<file path="config.mk">
export PLATFORM = sky130hd
export DESIGN_NAME = pos_total_renderer
export DESIGN_NICKNAME = d
export VERILOG_FILES = /design/src/rtl/pos_display_pkg.sv /design/src/rtl/digit_font_rom.sv /design/src/rtl/pos_total_renderer.sv
export SDC_FILE = /design/constraint.sdc
export NUM_CORES = 1
export LEC_CHECK = 0
export ABC_AREA = 1
export CORE_AREA = 2 2 100 102
export DETAILED_ROUTE_END_ITERATION = 8
export DIE_AREA = 0 0 102 104
export PLACE_DENSITY = 0.66
export SYNTH_ARGS = -nofsm -noshare
export SYNTH_HDL_FRONTEND = slang
export SYNTH_SLANG_ARGS = --single-unit
</file>
<file path="constraint.sdc">
create_clock -name clk -period 9.7 [get_ports clk]
set_clock_uncertainty 0.1 [all_clocks]
set_input_delay 2.425 -clock clk [delete_from_list [all_inputs] [get_ports clk]]
set_output_delay 2.425 -clock clk [all_outputs]
set_load 0.02 [all_outputs]
</file>
<file path="src/rtl/pos_display_pkg.sv">
// Shared constants and glyph selection for the six-digit POS total display.
package pos_display_pkg;

   localparam int unsigned H_ACTIVE    = 640;
   localparam int unsigned V_ACTIVE    = 480;
   localparam int unsigned NUM_DIGITS  = 6;
   localparam int unsigned SCALE_SHIFT = 2;
   localparam int unsigned GLYPH_W     = 8;
   localparam int unsigned GLYPH_H     = 16;

   localparam logic [3:0] GL_BLANK = 4'd10;
   localparam logic [3:0] GL_DASH  = 4'd11;

   // Leading zeros blank out; the rightmost digit always renders.
   function automatic logic [3:0] glyph_code(input logic [23:0] bcd, input logic [2:0] idx);
      logic       leading;
      logic [3:0] nib;
      glyph_code = GL_BLANK;
      leading    = 1'b1;
      for (int i = 0; i < NUM_DIGITS; i++) begin
         nib = bcd[4*(NUM_DIGITS-1-i) +: 4];
         if (nib != 4'd0 || i == NUM_DIGITS - 1) leading = 1'b0;
         if (idx == 3'(i)) begin
            if (leading)         glyph_code = GL_BLANK;
            else if (nib > 4'd9) glyph_code = GL_DASH;
            else                 glyph_code = nib;
         end
      end
   endfunction

endpackage

</file>
<file path="src/rtl/digit_font_rom.sv">
// 8x16 segment-style font: numerals 0-9, blank (10), dash (11); codes 12-15 are empty.
module digit_font_rom
   import pos_display_pkg::*;
(
   input  logic [3:0] code,
   input  logic [3:0] row,
   output logic [7:0] bitmap
);

   localparam logic [7:0] HORIZ = 8'h7E;
   localparam logic [7:0] LEFT  = 8'h60;
   localparam logic [7:0] RIGHT = 8'h06;

   logic [6:0] seg; // {g,f,e,d,c,b,a}

   always_comb begin
      case (code)
         4'd0:    seg = 7'h3F;
         4'd1:    seg = 7'h06;
         4'd2:    seg = 7'h5B;
         4'd3:    seg = 7'h4F;
         4'd4:    seg = 7'h66;
         4'd5:    seg = 7'h6D;
         4'd6:    seg = 7'h7D;
         4'd7:    seg = 7'h07;
         4'd8:    seg = 7'h7F;
         4'd9:    seg = 7'h6F;
         GL_DASH: seg = 7'h40;
         default: seg = 7'h00;
      endcase

      bitmap = '0;
      if (row == 4'd1)                      bitmap = seg[0] ? HORIZ : '0;
      else if (row >= 4'd2 && row <= 4'd6)  bitmap = (seg[5] ? LEFT : '0) | (seg[1] ? RIGHT : '0);
      else if (row == 4'd7 || row == 4'd8)  bitmap = seg[6] ? HORIZ : '0;
      else if (row >= 4'd9 && row <= 4'd13) bitmap = (seg[4] ? LEFT : '0) | (seg[2] ? RIGHT : '0);
      else if (row == 4'd14)                bitmap = seg[3] ? HORIZ : '0;
   end

endmodule

</file>
<file path="src/rtl/pos_total_renderer.sv">
// Overlays a six-digit BCD total on the VGA stream through a 2-stage p_tick pipeline,
// with a frame-synchronous update handshake and alert blinking.
module pos_total_renderer
   import pos_display_pkg::*;
#(
   parameter int unsigned X0     = 224,
   parameter int unsigned Y0     = 208,
   parameter logic [23:0] FG_RGB = 24'hFFFFFF,
   parameter logic [23:0] BG_RGB = 24'h000040
) (
   input  logic        clk,
   input  logic        reset,
   input  logic        p_tick,
   input  logic        video_on,
   input  logic [9:0]  x,
   input  logic [9:0]  y,
   input  logic        hsync_in,
   input  logic        vsync_in,
   input  logic        upd_valid,
   input  logic [23:0] upd_bcd,
   output logic        upd_ready,
   input  logic        alert,
   output logic [7:0]  red,
   output logic [7:0]  green,
   output logic [7:0]  blue,
   output logic        hsync_out,
   output logic        vsync_out
);

   localparam int unsigned FIELD_W = NUM_DIGITS * (GLYPH_W << SCALE_SHIFT);
   localparam int unsigned FIELD_H = GLYPH_H << SCALE_SHIFT;
   localparam logic [9:0]  X_LO    = 10'(X0);
   localparam logic [9:0]  X_HI    = 10'(X0 + FIELD_W);
   localparam logic [9:0]  Y_LO    = 10'(Y0);
   localparam logic [9:0]  Y_HI    = 10'(Y0 + FIELD_H);
   localparam logic [9:0]  FRAME_Y = 10'(V_ACTIVE);

   logic [9:0]  dx, dy;
   logic        in_field, frame_evt, accept;
   logic [3:0]  glyph;
   logic [7:0]  font_row;
   logic [23:0] rgb;

   logic        s1_in_field_q, s1_video_q, s1_hs_q, s1_vs_q;
   logic [2:0]  s1_digit_q, s1_col_q;
   logic [3:0]  s1_row_q;
   logic        s2_in_field_q, s2_video_q, s2_hs_q, s2_vs_q, s2_blank_q;
   logic [2:0]  s2_col_q;
   logic [7:0]  s2_font_q;

   logic [23:0] pend_q, disp_q;
   logic        full_q, full_d, ready_q;
   logic [5:0]  blink_q;

   assign dx        = x - X_LO;
   assign dy        = y - Y_LO;
   assign in_field  = (x >= X_LO) && (x < X_HI) && (y >= Y_LO) && (y < Y_HI);
   assign frame_evt = p_tick && (x == 10'd0) && (y == FRAME_Y);
   assign accept    = upd_valid && ready_q;
   assign glyph     = glyph_code(disp_q, s1_digit_q);

   digit_font_rom u_font (
      .code   (glyph),
      .row    (s1_row_q),
      .bitmap (font_row)
   );

   always_ff @(posedge clk) begin
      if (!reset) begin
         s1_in_field_q <= 1'b0;
         s1_video_q    <= 1'b0;
         s1_hs_q       <= 1'b0;
         s1_vs_q       <= 1'b0;
         s1_digit_q    <= '0;
         s1_col_q      <= '0;
         s1_row_q      <= '0;
         s2_in_field_q <= 1'b0;
         s2_video_q    <= 1'b0;
         s2_hs_q       <= 1'b0;
         s2_vs_q       <= 1'b0;
         s2_blank_q    <= 1'b0;
         s2_col_q      <= '0;
         s2_font_q     <= '0;
      end else if (p_tick) begin
         s1_in_field_q <= in_field;
         s1_video_q    <= video_on;
         s1_hs_q       <= hsync_in;
         s1_vs_q       <= vsync_in;
         s1_digit_q    <= 3'(dx >> (SCALE_SHIFT + 3));
         s1_col_q      <= 3'(dx >> SCALE_SHIFT);
         s1_row_q      <= 4'(dy >> SCALE_SHIFT);
         s2_in_field_q <= s1_in_field_q;
         s2_video_q    <= s1_video_q;
         s2_hs_q       <= s1_hs_q;
         s2_vs_q       <= s1_vs_q;
         s2_blank_q    <= alert && blink_q[4];
         s2_col_q      <= s1_col_q;
         s2_font_q     <= font_row;
      end
   end

   // An accept needs ready=1 (pending empty), so it can never collide with an apply.
   always_comb begin
      full_d = full_q;
      if (frame_evt && full_q) full_d = 1'b0;
      if (accept)              full_d = 1'b1;
   end

   always_ff @(posedge clk) begin
      if (!reset) begin
         pend_q  <= '0;
         disp_q  <= '0;
         full_q  <= 1'b0;
         ready_q <= 1'b0;
         blink_q <= '0;
      end else begin
         if (accept)              pend_q  <= upd_bcd;
         if (frame_evt && full_q) disp_q  <= pend_q;
         if (frame_evt)           blink_q <= blink_q + 6'd1;
         full_q  <= full_d;
         ready_q <= !full_d;
      end
   end

   always_comb begin
      if (!s2_video_q)                                                  rgb = '0;
      else if (s2_font_q[3'd7 - s2_col_q] && s2_in_field_q && !s2_blank_q) rgb = FG_RGB;
      else                                                              rgb = BG_RGB;
   end

   assign red       = rgb[23:16];
   assign green     = rgb[15:8];
   assign blue      = rgb[7:0];
   assign hsync_out = s2_hs_q;
   assign vsync_out = s2_vs_q;
   assign upd_ready = ready_q;

endmodule

</file>
* Yosys cells after proc, flatten, opt, wreduce, memory -nomap -nowiden *
Memories as Yosys holds them, arrays and structs flattened.
Index checks and enable logic that the tools add are counted.

cells by class
  $add $sub $neg = 4
  multipliers = 0
  div/mod/pow operators = 0
  $lt $le $gt $ge = 15
  equal/unequal tests = 10
  shift-type cells = 0
  mux-type cells = 40
  bitwise logic cells = 2
  reduce and logical (&&, ||, !) cells = 22

operators by type and width
  operator                                                                               count
  4-bit two-way mux                                                                      17
  24-bit two-way mux                                                                     2
  8-bit two-way mux                                                                      5
  7-bit two-way mux                                                                      5
  4-bit greater-than comparator (second input constant)                                  6
  10-bit by 8-bit greater-or-equal comparator with 1-bit output (second input constant)  2
  10-bit by 9-bit less-than comparator with 1-bit output (second input constant)         2
  4-bit nonzero test                                                                     5
  8-bit OR                                                                               2
  1-bit logical AND                                                                      12
  10-bit by 9-bit equality test with 1-bit output (second input constant)                1
  10-bit logical NOT                                                                     1
  4-bit equality test (second input constant)                                            2
  1-bit two-way mux                                                                      8
  8-bit subtractor (second input constant)                                               1
  6-bit by 1-bit adder with 6-bit output (second input constant)                         1
  3-bit by 2-bit equality test with 1-bit output (second input constant)                 2
  3-bit equality test (second input constant)                                            2
  3-bit two-way mux                                                                      2
  6-bit by 5-bit subtractor with 6-bit output (second input constant)                    1
  4-bit by 1-bit equality test with 1-bit output (second input constant)                 1
  4-bit by 3-bit equality test with 1-bit output (second input constant)                 1
  4-bit by 2-bit greater-or-equal comparator with 1-bit output (second input constant)   1
  4-bit greater-or-equal comparator (second input constant)                              1
  other kinds (9)                                                                        10

word-level totals
  bits in registers = 86
  latch bits = 0
  memory bits (writable) = 0
  bits in read-only memories = 112
  input port bits = 52
  output and inout bits = 27
  word-level logic and storage cells = 113
  memories = 1

memory list
  memory            depth  bits a word  rd ports  clocked after memory_dff  write ports  RTL line              RTL
  (name not given)  16     7            1         0                         0            digit_font_rom.sv:17  case (code)

* Longest topological paths before layout *
An unclocked memory read counts as a cell.

  depth after elaboration = 16
  gate-level depth with buffers = 21
  mapped depth without buffers = 21

* By module *
A second synthesis with hierarchy kept.

unflattened totals
  cells, all modules = 637
  area total of the unflattened synthesis = 4,349.2 µm²

by module, submodules not included
  module              times used  cells each  area each (µm²)  sequential area each (µm²)
  pos_total_renderer  1           564         3,960.0          1,701.6
  digit_font_rom      1           73          389.1            0.0

* Worst setup path after synthesis *
No wires, ideal clock.

  kind = register to output
  start = register s2_col_q[1]
  end = output port blue[1]
  arrival time = 4.666 ns
  required time = 7.175 ns
  path slack = 2.509 ns
  stages on the path, launching flop included = 7
  path buffers = 1
  cell sequence = dfxtp_1 inv_1 nand2_1 o21ai_0 a31oi_1 a2111oi_0 buf_4

on the way
  cells in the longest elaborated chain, start to end = 7

RTL lines
  what                                       RTL line                   RTL
  start: declaration                         pos_total_renderer.sv:48   logic [2:0] s2_col_q;
  start signal: assignment                   pos_total_renderer.sv:97   s2_col_q <= s1_col_q;
  3-bit subtractor                           pos_total_renderer.sv:127  else if (s2_font_q[3'd7 - s2_col_q] && s2_in_field_q && !s2_blank_q) rgb = FG_RGB;
  1-bit binary-select mux with 3-bit select  pos_total_renderer.sv:127
  1-bit two-way mux (implied by the code)    pos_total_renderer.sv:127
  1-bit logical AND (2 in a row)             pos_total_renderer.sv:127
  24-bit two-way mux                         pos_total_renderer.sv:127
  24-bit two-way mux                         pos_total_renderer.sv:126  if (!s2_video_q) rgb = '0;
  end: declaration                           pos_total_renderer.sv:25   output logic [7:0] blue,

No other way between the ends. The select of a mux whose other input is x is not followed.

* Worst setup path after layout *
  start = input port p_tick
  end = register disp_q[17]

on the way
  cells in the longest elaborated chain, start to end = 3

RTL lines
  what                            RTL line                   RTL
  start: declaration              pos_total_renderer.sv:13   input logic p_tick,
  1-bit logical AND (2 in a row)  pos_total_renderer.sv:58   assign frame_evt = p_tick && (x == 10'd0) && (y == FRAME_Y);
  1-bit logical AND               pos_total_renderer.sv:118  if (frame_evt && full_q) disp_q <= pend_q;
  end signal: assignment          pos_total_renderer.sv:118
  end: declaration                pos_total_renderer.sv:51   logic [23:0] pend_q, disp_q;

No other way between the ends.
A chain may end at the register's enable or synchronous reset.

==> impl_metrics.ini <==
[clock_network]
cts_setup_buffers = 0
clk_latency_ps = 340
cts_buffer_depth = 2
clock-sinks = 80
cts_tree = yes
cts_max_level = 3
cts-root-buf = clkbuf_8
cts_resized = 0
clk_pin_slew_worst_paths_ps = 80
cts_made_buffers = 9
hold_buffers = 0

[logic_synthesis]
synth_fa_ha_area_share_pct = 1.808
synth.top_cell.area_share_pct = 38.57
synth.net_count = 639
yosys_warnings = 0
ys_top_cells_by_area = dfxtp_1 39%, nor2_1 9.4%, o21ai_0 7.4%
synth-main-ff-cell = dfxtp_1
synth_top_family_by_area = simple AND/OR/NAND/NOR gates
netlist_area_mm2 = 0.004153
synth-edff-count = 0
yosysTopAreaCell = dfxtp_1
muxShareOfSynthArea_pct = 0
synth_common_cells = 104 x nor2_1, 80 x dfxtp_1, 64 x nand2_1
netlist_instances = 581
yosys_register_bits = 80
yosysUniqueCellTypes = 46
synth-compound-area-share_pct = 18.80
avgSynthCellArea_um2 = 7.148
synth_xor_xnor_area_share_pct = 0.4218
async_reset_ff_share_pct = 0
synth.most_common_cell = nor2_1
synth-simple-area-share_pct = 27.15
seq_area_frac_synth_pct = 38.57

[power]
p_leak_nw = 2.039
ir_drop_mv = 0.07686
power.density_mw_per_mm2 = 136.6
swShare_pct = 25.22
switchingPower_uw = 173.8
power_frac_comb_pct = 12.8
seqPwrFrac_pct = 50.9
clock_power_share_pct = 36.3
p_int_uw = 515.4

[worst_setup_path]
crit_path_end_kind = register
worst_setup_path_start_kind = input pin
crit_fanout = 36
path_class = in2reg
r2r_slack_ps = 7160
crit_required_ps = 9850
arrival_ps = 5810
r2r_cells = 17

[drt]
viasPerCell = 4.805
ant_nets = 0
drc = 0
drt_wl_total_um = 8782
wl_per_cell_um = 11.48
firstDrtPassIters = 4
num_vias = 3676
drtIter0Drc = 128

[cells_and_area]
instances_no_fill = 765
final_nets = 686
n_antenna_cell = 0
fillers = 957
syn2layout_area_growth_pct = 21.48
final_cell_area_mm2 = 0.005045
drive_gt1_share_pct = 9.019

[global_routing]
grt_overflow = 0
grt_pass1_wl_um = 14980
grt_antenna_before_repair = 0
first_global_vias = 3395
grt_usage_pct = 16.97
grt_max_degree = 51

[floorplanning]
die_h_um = 104
initial_core_util_pct = 43.49
die_x_um = 102
io_pins = 79
row_count = 36
die_area_mm2 = 0.01061
core_area_mm2 = 0.009549

[sta]
maxSlewViolCount = 0
setup_violations = 0
setup_tns_ps = 0
fmax_mhz = 176.7
rsz0062_at_grt = false
period_needed_ps = 5659
tightest_slew_ps = 1109
finalCritPeriodShare_pct = 58.35
slew_headroom_pct = 26.02
hold_viol_final = 0

[placed_design]
port_buffers = 78
gp_congestion = 0.8073
placed_area_mm2 = 0.004841
dp.cells = 750
dp_hpwl_um = 6605

[worst_hold_path]
hold_depth = 2
hold_class = reg2reg

[flow_run]
max-cap-violations = 0

[outcome]
status = complete, no violations
[metal layers]
| metal | global-route usage (%) | up-vias | part of all wire (%) |
|---|---|---|---|
| met5 | 0 | - | 0 |
| met4 | 5.429 | 0 | 1.4 |
| met3 | 2.285 | 10 | 2.9 |
| met2 | 29.04 | 63 | 48 |
| met1 | 21.82 | 1638 | 48 |
| li1 | - | 1965 | - |
[final timing paths]
check / start / endpoint
setup / recovery: p_tick / disp_q[17]
hold reg to reg: pend_q[15] / pend_q[15]
hold / removal: pend_q[15] / pend_q[15]
setup reg to reg: s1_digit_q[0] / s2_font_q[5]
[stage by stage]
stage | power, mW | util, % | worst slack (ps) | hold slack [ps]
finish | 0.6893 | 52.83 | 4041 | 361.1
detailed placement | 0.4472 | 50.69 | 3687 | 355.6
global route | 0.7227 | 52.83 | 3598 | 387.8
global placement | 0.4450 | 50.69 | 3854 | 344.4
floorplan | 0.4104 | - | 2509 | 330.1
CTS | 0.6965 | 52.83 | 4037 | 368.0
[registers in the layout, indices dropped and copies added (netlist names), 3 cells and up]
signal and flops:
s2_col_q 3, s1_digit_q 3, blink_q 5, s1_row_q 4, pend_q 24, s2_font_q 3, disp_q 24, s1_col_q 3
[critical path: stages]
cell and delay (ps):
clkdlybuf4s50_1 880, inv_2 370, nor2_1 230, nand3_1 110
nor4_2 240, nand2_1 450, nor2_4 800, nor2_1 90
a211oi_1 190
[final cells by class]
| cell class | count | area [µm²] | area share (%) |
|---|---|---|---|
| flip-flops and latches | 80 | 1602 | 31.75 |
| multi-input cells | 386 | 2007 | 39.78 |
| inverters | 70 | 262.8 | 5.208 |
| well taps | 133 | 166.4 | 3.299 |
| repair buffers | 81 | 803.3 | 15.92 |
| clock buffers | 11 | 151.4 | 3.001 |
| clock inverters | 4 | 52.55 | 1.042 |
[power groups by stage]
stage	combinational, mW	sequential [mW]	clock, mW
5_1_grt	0.0994	0.353	0.270
3_5_place_dp	0.0883	0.359	0
4_1_cts	0.0887	0.351	0.257
3_3_place_gp	0.0866	0.358	0
2_1_floorplan	0.0525	0.358	0
6_report	0.0879	0.351	0.250
[kinds of logic after synthesis]
kind of cell    Yosys count
compound gates          130
xor+xnor                  2
fa+ha+maj                 6
buf+inv                 115
flops                    80
simple gates            248
[layout by cell type (no fill, tap or decap), drive strengths merged]
cell type and n:
nor3 33, a211oi 13, or4 1, a21oi 41, nand2 71, a31oi 2
nor3b 2, nor4 3, o21bai 3, xor2 2, inv 69, clkdlybuf4s50 78
a2111oi 1, nand4 3, o22ai 1, a31o 1, clkinv 4, buf 3
o21ai 66, clkbuf 11, dfxtp 80, ha 6, a21boi 1, nand3 23
nor2 109, and2 2, or2 1, bufinv 1, o211a 1
No activity file was read; power rests on OpenSTA's default activity.
